==> config.mk <==
export PLATFORM = sky130hd
export DESIGN_NAME = free_list
export DESIGN_NICKNAME = d
export VERILOG_FILES = /design/src/rtl/free_list.sv
export SDC_FILE = /design/constraint.sdc
export NUM_CORES = 1
export LEC_CHECK = 0
export BUFFER_PORTS_ARGS = -buffer_cell sky130_fd_sc_hd__buf_2
export CAP_MARGIN = 30
export CORE_MARGIN = 2
export CORE_UTILIZATION = 45
export CTS_BUF_LIST = sky130_fd_sc_hd__clkbuf_4 sky130_fd_sc_hd__clkbuf_8
export DETAILED_ROUTE_END_ITERATION = 10
export PLACE_DENSITY_LB_ADDON = 0.05
export SLEW_MARGIN = 5
export SYNTH_ARGS = -nofsm -noshare
export SYNTH_HDL_FRONTEND = slang
export SYNTH_SLANG_ARGS = --single-unit
==> constraint.sdc <==
create_clock -name clk -period 8.5 [get_ports clk]
set_clock_uncertainty 0.05 [all_clocks]
set_input_delay 0.85 -clock clk [delete_from_list [all_inputs] [get_ports clk]]
set_output_delay 0.85 -clock clk [all_outputs]
set_load 0.05 [all_outputs]
==> src/rtl/free_list.sv <==
// Circular free list of physical register tags for the rename stage.
// It keeps a speculative head for dispatch, a retire head for commit, and a tail where freed tags return.
module free_list #(
  parameter int PHYS_REG_BITS = 6,
  parameter int NUM_PHYS_REGS = 64,
  parameter int DEPTH         = NUM_PHYS_REGS - 32,
  parameter int PTR_BITS      = $clog2(DEPTH) + 1
) (
  input  logic                     clk,
  input  logic                     rst,
  input  logic                     dequeue,
  output logic [PHYS_REG_BITS-1:0] pd_out,
  output logic                     empty,
  input  logic                     enqueue,
  input  logic [PHYS_REG_BITS-1:0] pd_free_in,
  input  logic                     commit_alloc,
  input  logic                     flush,
  output logic                     full,
  output logic [PTR_BITS-1:0]      count
);

  logic [PHYS_REG_BITS-1:0] mem [DEPTH];
  logic [PTR_BITS-1:0]      spec_head, retire_head, tail;
  logic [PTR_BITS-1:0]      retire_next, spec_off, tail_off;
  logic                     deq_ok, enq_ok;

  assign count  = tail - spec_head;
  assign empty  = (tail == spec_head);
  assign full   = (count == PTR_BITS'(DEPTH));
  assign pd_out = mem[spec_head[PTR_BITS-2:0]];

  // A flush cancels the dispatch. A p0 release is dropped because x0 is never renamed.
  assign deq_ok      = dequeue && !empty && !flush;
  assign enq_ok      = enqueue && (pd_free_in != '0) && !full;
  assign retire_next = retire_head + PTR_BITS'(commit_alloc);

  assign spec_off = spec_head - retire_head;
  assign tail_off = tail - retire_head;

  always_ff @(posedge clk) begin
    if (rst) begin
      for (int i = 0; i < DEPTH; i++)
        mem[i] <= PHYS_REG_BITS'(NUM_PHYS_REGS - DEPTH + i);
      spec_head   <= '0;
      retire_head <= '0;
      tail        <= PTR_BITS'(DEPTH);
    end else begin
      if (enq_ok) begin
        mem[tail[PTR_BITS-2:0]] <= pd_free_in;
        tail                    <= tail + PTR_BITS'(1);
      end
      retire_head <= retire_next;
      // A commit in the flush cycle is older than the flush, so the rewind target includes it.
      if (flush)
        spec_head <= retire_next;
      else if (deq_ok)
        spec_head <= spec_head + PTR_BITS'(1);
    end
  end

  always_ff @(posedge clk) begin
    if (!rst) begin
      assert (!(enqueue && (pd_free_in != '0) && full));
      assert (spec_off <= tail_off);
    end
  end

endmodule
# Word-level counts from Yosys, hierarchy flattened
# Memories as Yosys holds them, arrays and structs flattened. A register that Yosys moved wholly into a read port is not among the register bits.
# Cells that the tools add are included.
# op_classes
n_addsub	4
mul	0
n_div	0
magnitude_cmp	0
n_eq_ne	2
n_shift	0
mux	12
bitwise_logic	0
n_reduce_logical	10
# op_table
cell	n
6-bit 2-to-1 mux	3
5-bit 2-to-1 mux	3
6-bit by 1-bit adder with 6-bit output, second input constant	2
6-bit by 1-bit adder with 6-bit output	1
6-bit equality test	1
6-bit equality test, second input constant	1
1-bit 2-to-1 mux	6
6-bit nonzero test	1
6-bit OR reduction	1
6-bit subtractor	1
1-bit logical AND	4
1-bit zero test	3
2-bit nonzero test	1
# word_totals
ff_bits	18
latchBits	0
ram_bits	192
romBits	0
input_bits	12
out_inout_bits	14
word_cells	32
mem_count	1
# memory_table
memory	words	word_bits	read_ports	rd_ports_with_merged_regs	wr	line_no	source
mem	32	6	1	1	32	22	logic [PHYS_REG_BITS-1:0] mem [DEPTH];

# Longest topological paths before layout
# logic_depth
word_depth	9
ltp_mapped	14
depth_no_buf	11

# Least setup slack after synthesis
# Ideal clock, no wire load.
# synth_path
path_kind	reg2reg
from	register tail[0]
to	memory mem[16][0], enable pin
setup_ns	0.319
t_arrival_ns	3.068
required_ns	8.131
setup_slack_ns	5.063
path_stages_with_launch	14
n_path_buf	2
period_less_slack_ns	3.437
cell_sequence	dfxtp_1 -> inv_1 -> ha_1 -> inv_1 -> fa_1 -> xor2_1 -> nor4b_1 -> mux2i_1 -> a211o_1 -> buf_6 -> inv_8 -> nor2_4 -> buf_6 -> a41o_1
# synth_rtl
item	line_no	source
start: declaration	23	logic [PTR_BITS-1:0] spec_head, retire_head, tail;
start signal: assignment	46	tail <= PTR_BITS'(DEPTH);
start signal: assignment	50	tail <= tail + PTR_BITS'(1);
end: declaration	22	

# Worst setup path after layout
# layout_path
from	register tail[0]
to	output full
# layout_via
elab_chain_len	2
# layout_lines
item	line_no	source
6-bit subtractor	27	assign count = tail - spec_head;
6-bit equality test	29	assign full = (count == PTR_BITS'(DEPTH));
end: declaration	18	output logic full,
# No other way between the ends.

==> impl_metrics.py <==
metrics = {
    "run_status": {
        "outcome": "completed",
    },
    "setup_path": {
        "worst-path-buf-inv": 4,
        "cp.required_ns": 7.60,
        "cp-end-kind": "primary output",
        "worstPathCellList": "inv_1, ha_1, inv_1, fa_1, xor2_1, nor4b_1, mux2i_1, a211o_1, inv_8, buf_2",
        "critPathMaxFanout": 10,
        "cp_common_cell": "inv_1",
        "cp_top_family": "buffers and inverters",
        "crit_arrival_ns": 3.12,
        "cp-start-kind": "register",
        "r2r-end": "mem[24][3]$_SDFFCE_PN1P_",
        "r2r_slack_ns": 4.70,
        "r2r-start": "tail[0]$_SDFFE_PP0P_",
        "slowest_stage": "a211o_1",
        "max_stage_delay_ns": 0.48,
        "crit_type": "register to primary output",
        "ff2ff_path_depth": 13,
    },
    "clock_network": {
        "cts.path.max_buffers": 3,
        "cts_setup_buffers": 0,
        "cts_hold_buf": 0,
        "numCtsBuffers": 39,
        "clk_pin_slew_worst_paths_ns": 0.05,
        "cts_tree": "yes",
        "root_buffer": "clkbuf_8",
        "clk_latency_ns": 0.53,
        "cts_sinks": 215,
        "cts_max_level": 2,
        "cts_resized": 0,
    },
    "worst_hold_path": {
        "hold_path_class": "register to register",
        "whs_endpoint": "tail[0]$_SDFFE_PP0P_",
        "hold_depth": 2,
        "min-delay-start": "tail[0]$_SDFFE_PP0P_",
    },
    "synth": {
        "yosysWarnings": 0,
        "synth_edf_count": 192,
        "syn_area_um2": 10300,
        "yosysUniqueCellTypes": 45,
        "yosysSeqAreaShare_pct": 60.3,
        "postSynthRegisterBits": 215,
        "yosysMostFrequentCell": "edfxtp_1",
        "avgSynthCellArea_um2": 13.6,
        "synth_top_area_share_pct": 55.8,
        "ys.flop_type": "edfxtp_1",
        "async_flop_share_pct": 0,
        "ys_top_cells_by_count": "192 x edfxtp_1, 80 x nand3_1, 70 x nand2_1",
        "yosys.area.top_type": "edfxtp_1",
        "synth_nets": 784,
        "synthTopCellsByArea": "edfxtp_1 56%, mux4_2 13%, dfxtp_1 4.5%",
        "syn_inst": 759,
    },
    "drt": {
        "drt_pass1_iterations": 5,
        "wl_per_cell_um": 30.3,
        "finalWirelength_um": 33000,
        "ant_nets": 0,
        "vias_per_cell": 6.50,
        "drt_iter0_markers": 944,
        "vias": 7081,
        "route.detailed.drc": 0,
    },
    "sta": {
        "worstMarginPinSlew_ns": 0.974,
        "min_period_ns": 4.02,
        "slew_viol_final": 0,
        "setup-violations-final": 0,
        "min_period_over_period_pct": 47.3,
        "setup_tns_ns": 0,
        "finalHoldViolations": 0,
        "whs_ns": 0.476,
        "max_slew_margin_pct": 34.8,
        "rsz0062_at_grt": "false",
        "fmax_mhz": 249,
    },
    "finish": {
        "drive_gt1_share_pct": 24.3,
        "syn_to_final_growth_pct": 10.6,
        "diodes": 0,
        "layout.nets": 803,
        "final_area_um2": 11400,
    },
    "global_routing": {
        "antenna_found_initial": 0,
        "grt_pass1_wl_um": 48200,
        "grt_usage_pct": 28.0,
        "grt_pass1_vias": 7061,
        "grt_max_degree": 104,
        "gr-total-overflow": 0,
    },
    "place": {
        "place_area_um2": 10600,
        "io_buffers": 25,
        "dp_hpwl_um": 22400,
        "finalWeightedCongestion": 0.933,
    },
    "floorplanning": {
        "die_area_um2": 24200,
        "initial_core_util_pct": 45.7,
        "die_w_um": 155,
        "core_area_um2": 22600,
        "die_y_um": 155,
        "io_pins": 26,
        "num_rows": 55,
    },
    "power": {
        "pwr_density_cell_nw_per_um2": 220,
        "leakage_nw": 3.40,
        "vdd_ir_drop_max_mv": 0.100,
    },
    "job": {
        "cap_violations": 0,
    },
}
worst min-delay path: cells and delay by family, from the launching register on:
| kind | cells | cell delay, ns |
|---|---|---|
| AO/OA/AOI/OAI | 2 | 0.14 |
| flip-flops | 1 | 0.33 |
metrics by stage:
stage / setup WS (ns) / power [mW] / std cells / util, %
2_1_floorplan: 5.06 / 1.44 / 759 / -
3_3_place_gp: 4.71 / 1.53 / 1014 / 46.7
3_5_place_dp: 4.60 / 1.53 / 1020 / 46.9
4_1_cts: 4.26 / 2.51 / 1088 / 50.4
5_1_grt: 4.34 / 2.59 / 1090 / 50.6
6_report: 4.48 / 2.51 / 1090 / 50.6
cells by family after synthesis:
group / share of synthesized area [%]
AOI/OAI and AO/OA: 4.50
xor gates and xnor gates: 1.02
adders and majority gates: 1.65
buffers and inverters: 4.05
DFF: 60.3
muxes: 14.0
and+or+nand+nor: 14.5
worst max-delay path by stage:
| stage | depth (start not counted) | slack [ns] | endpoint | from |
|---|---|---|---|---|
| after floorplan | 13 | 5.06 | mem[16][0]$_SDFFCE_PN0P_ | tail[0]$_SDFFE_PP0P_ |
| after global placement | 10 | 4.71 | mem[16][1]$_SDFFCE_PN0P_ | tail[4]$_SDFFE_PP0P_ |
| after detailed placement | 10 | 4.60 | mem[20][0]$_SDFFCE_PN0P_ | tail[4]$_SDFFE_PP0P_ |
| after CTS | 4 | 4.26 | pd_out[1] | register |
| after global routing | 10 | 4.34 | full | tail[0]$_SDFFE_PP0P_ |
| final | 10 | 4.48 | full | tail[0]$_SDFFE_PP0P_ |
final cells by class:
class / count / area [µm²]
clock inverter: 13 / 110
multi-input combinational: 467 / 3680
fill: 1993 / 11100
inverter: 9 / 41.3
tap: 285 / 357
timing repair buffer: 46 / 330
clock buffer: 55 / 669
sequential: 215 / 6230
layout by cell type (no fill, tap or decap), drive strengths merged, types with 15 or more instances in the layout:
master	netlist	layout
a31o	15	15
nand2	70	70
nor3	60	60
dfxtp	23	23
a41o	16	16
clkbuf	33	55
mux4	60	60
nor2	60	60
edfxtp	192	192
nor2b	16	16
nand3	80	80
buf	35	46
state kept, by name, indices dropped and copies added, names as in the netlist, named ones only:
name and count:
retire_head 6, mem 192, spec_head 6, tail 6
metal layers:
layer / wire length [µm] / track usage, % / up-vias
li1: - / - / 2957
met1: 13200 / 39.2 / 3569
met2: 14500 / 41.3 / 469
met3: 4130 / 9.83 / 86
met4: 1150 / 8.96 / 0
met5: 0 / 0 / -
report_power, final:
group,switching [mW],internal (mW),leakage (nW)
Clock,0.424,0.567,0.413
Combinational,0.230,0.104,1.21
Sequential,0.0168,1.17,1.78
No activity file was read; power rests on OpenSTA's default activity.
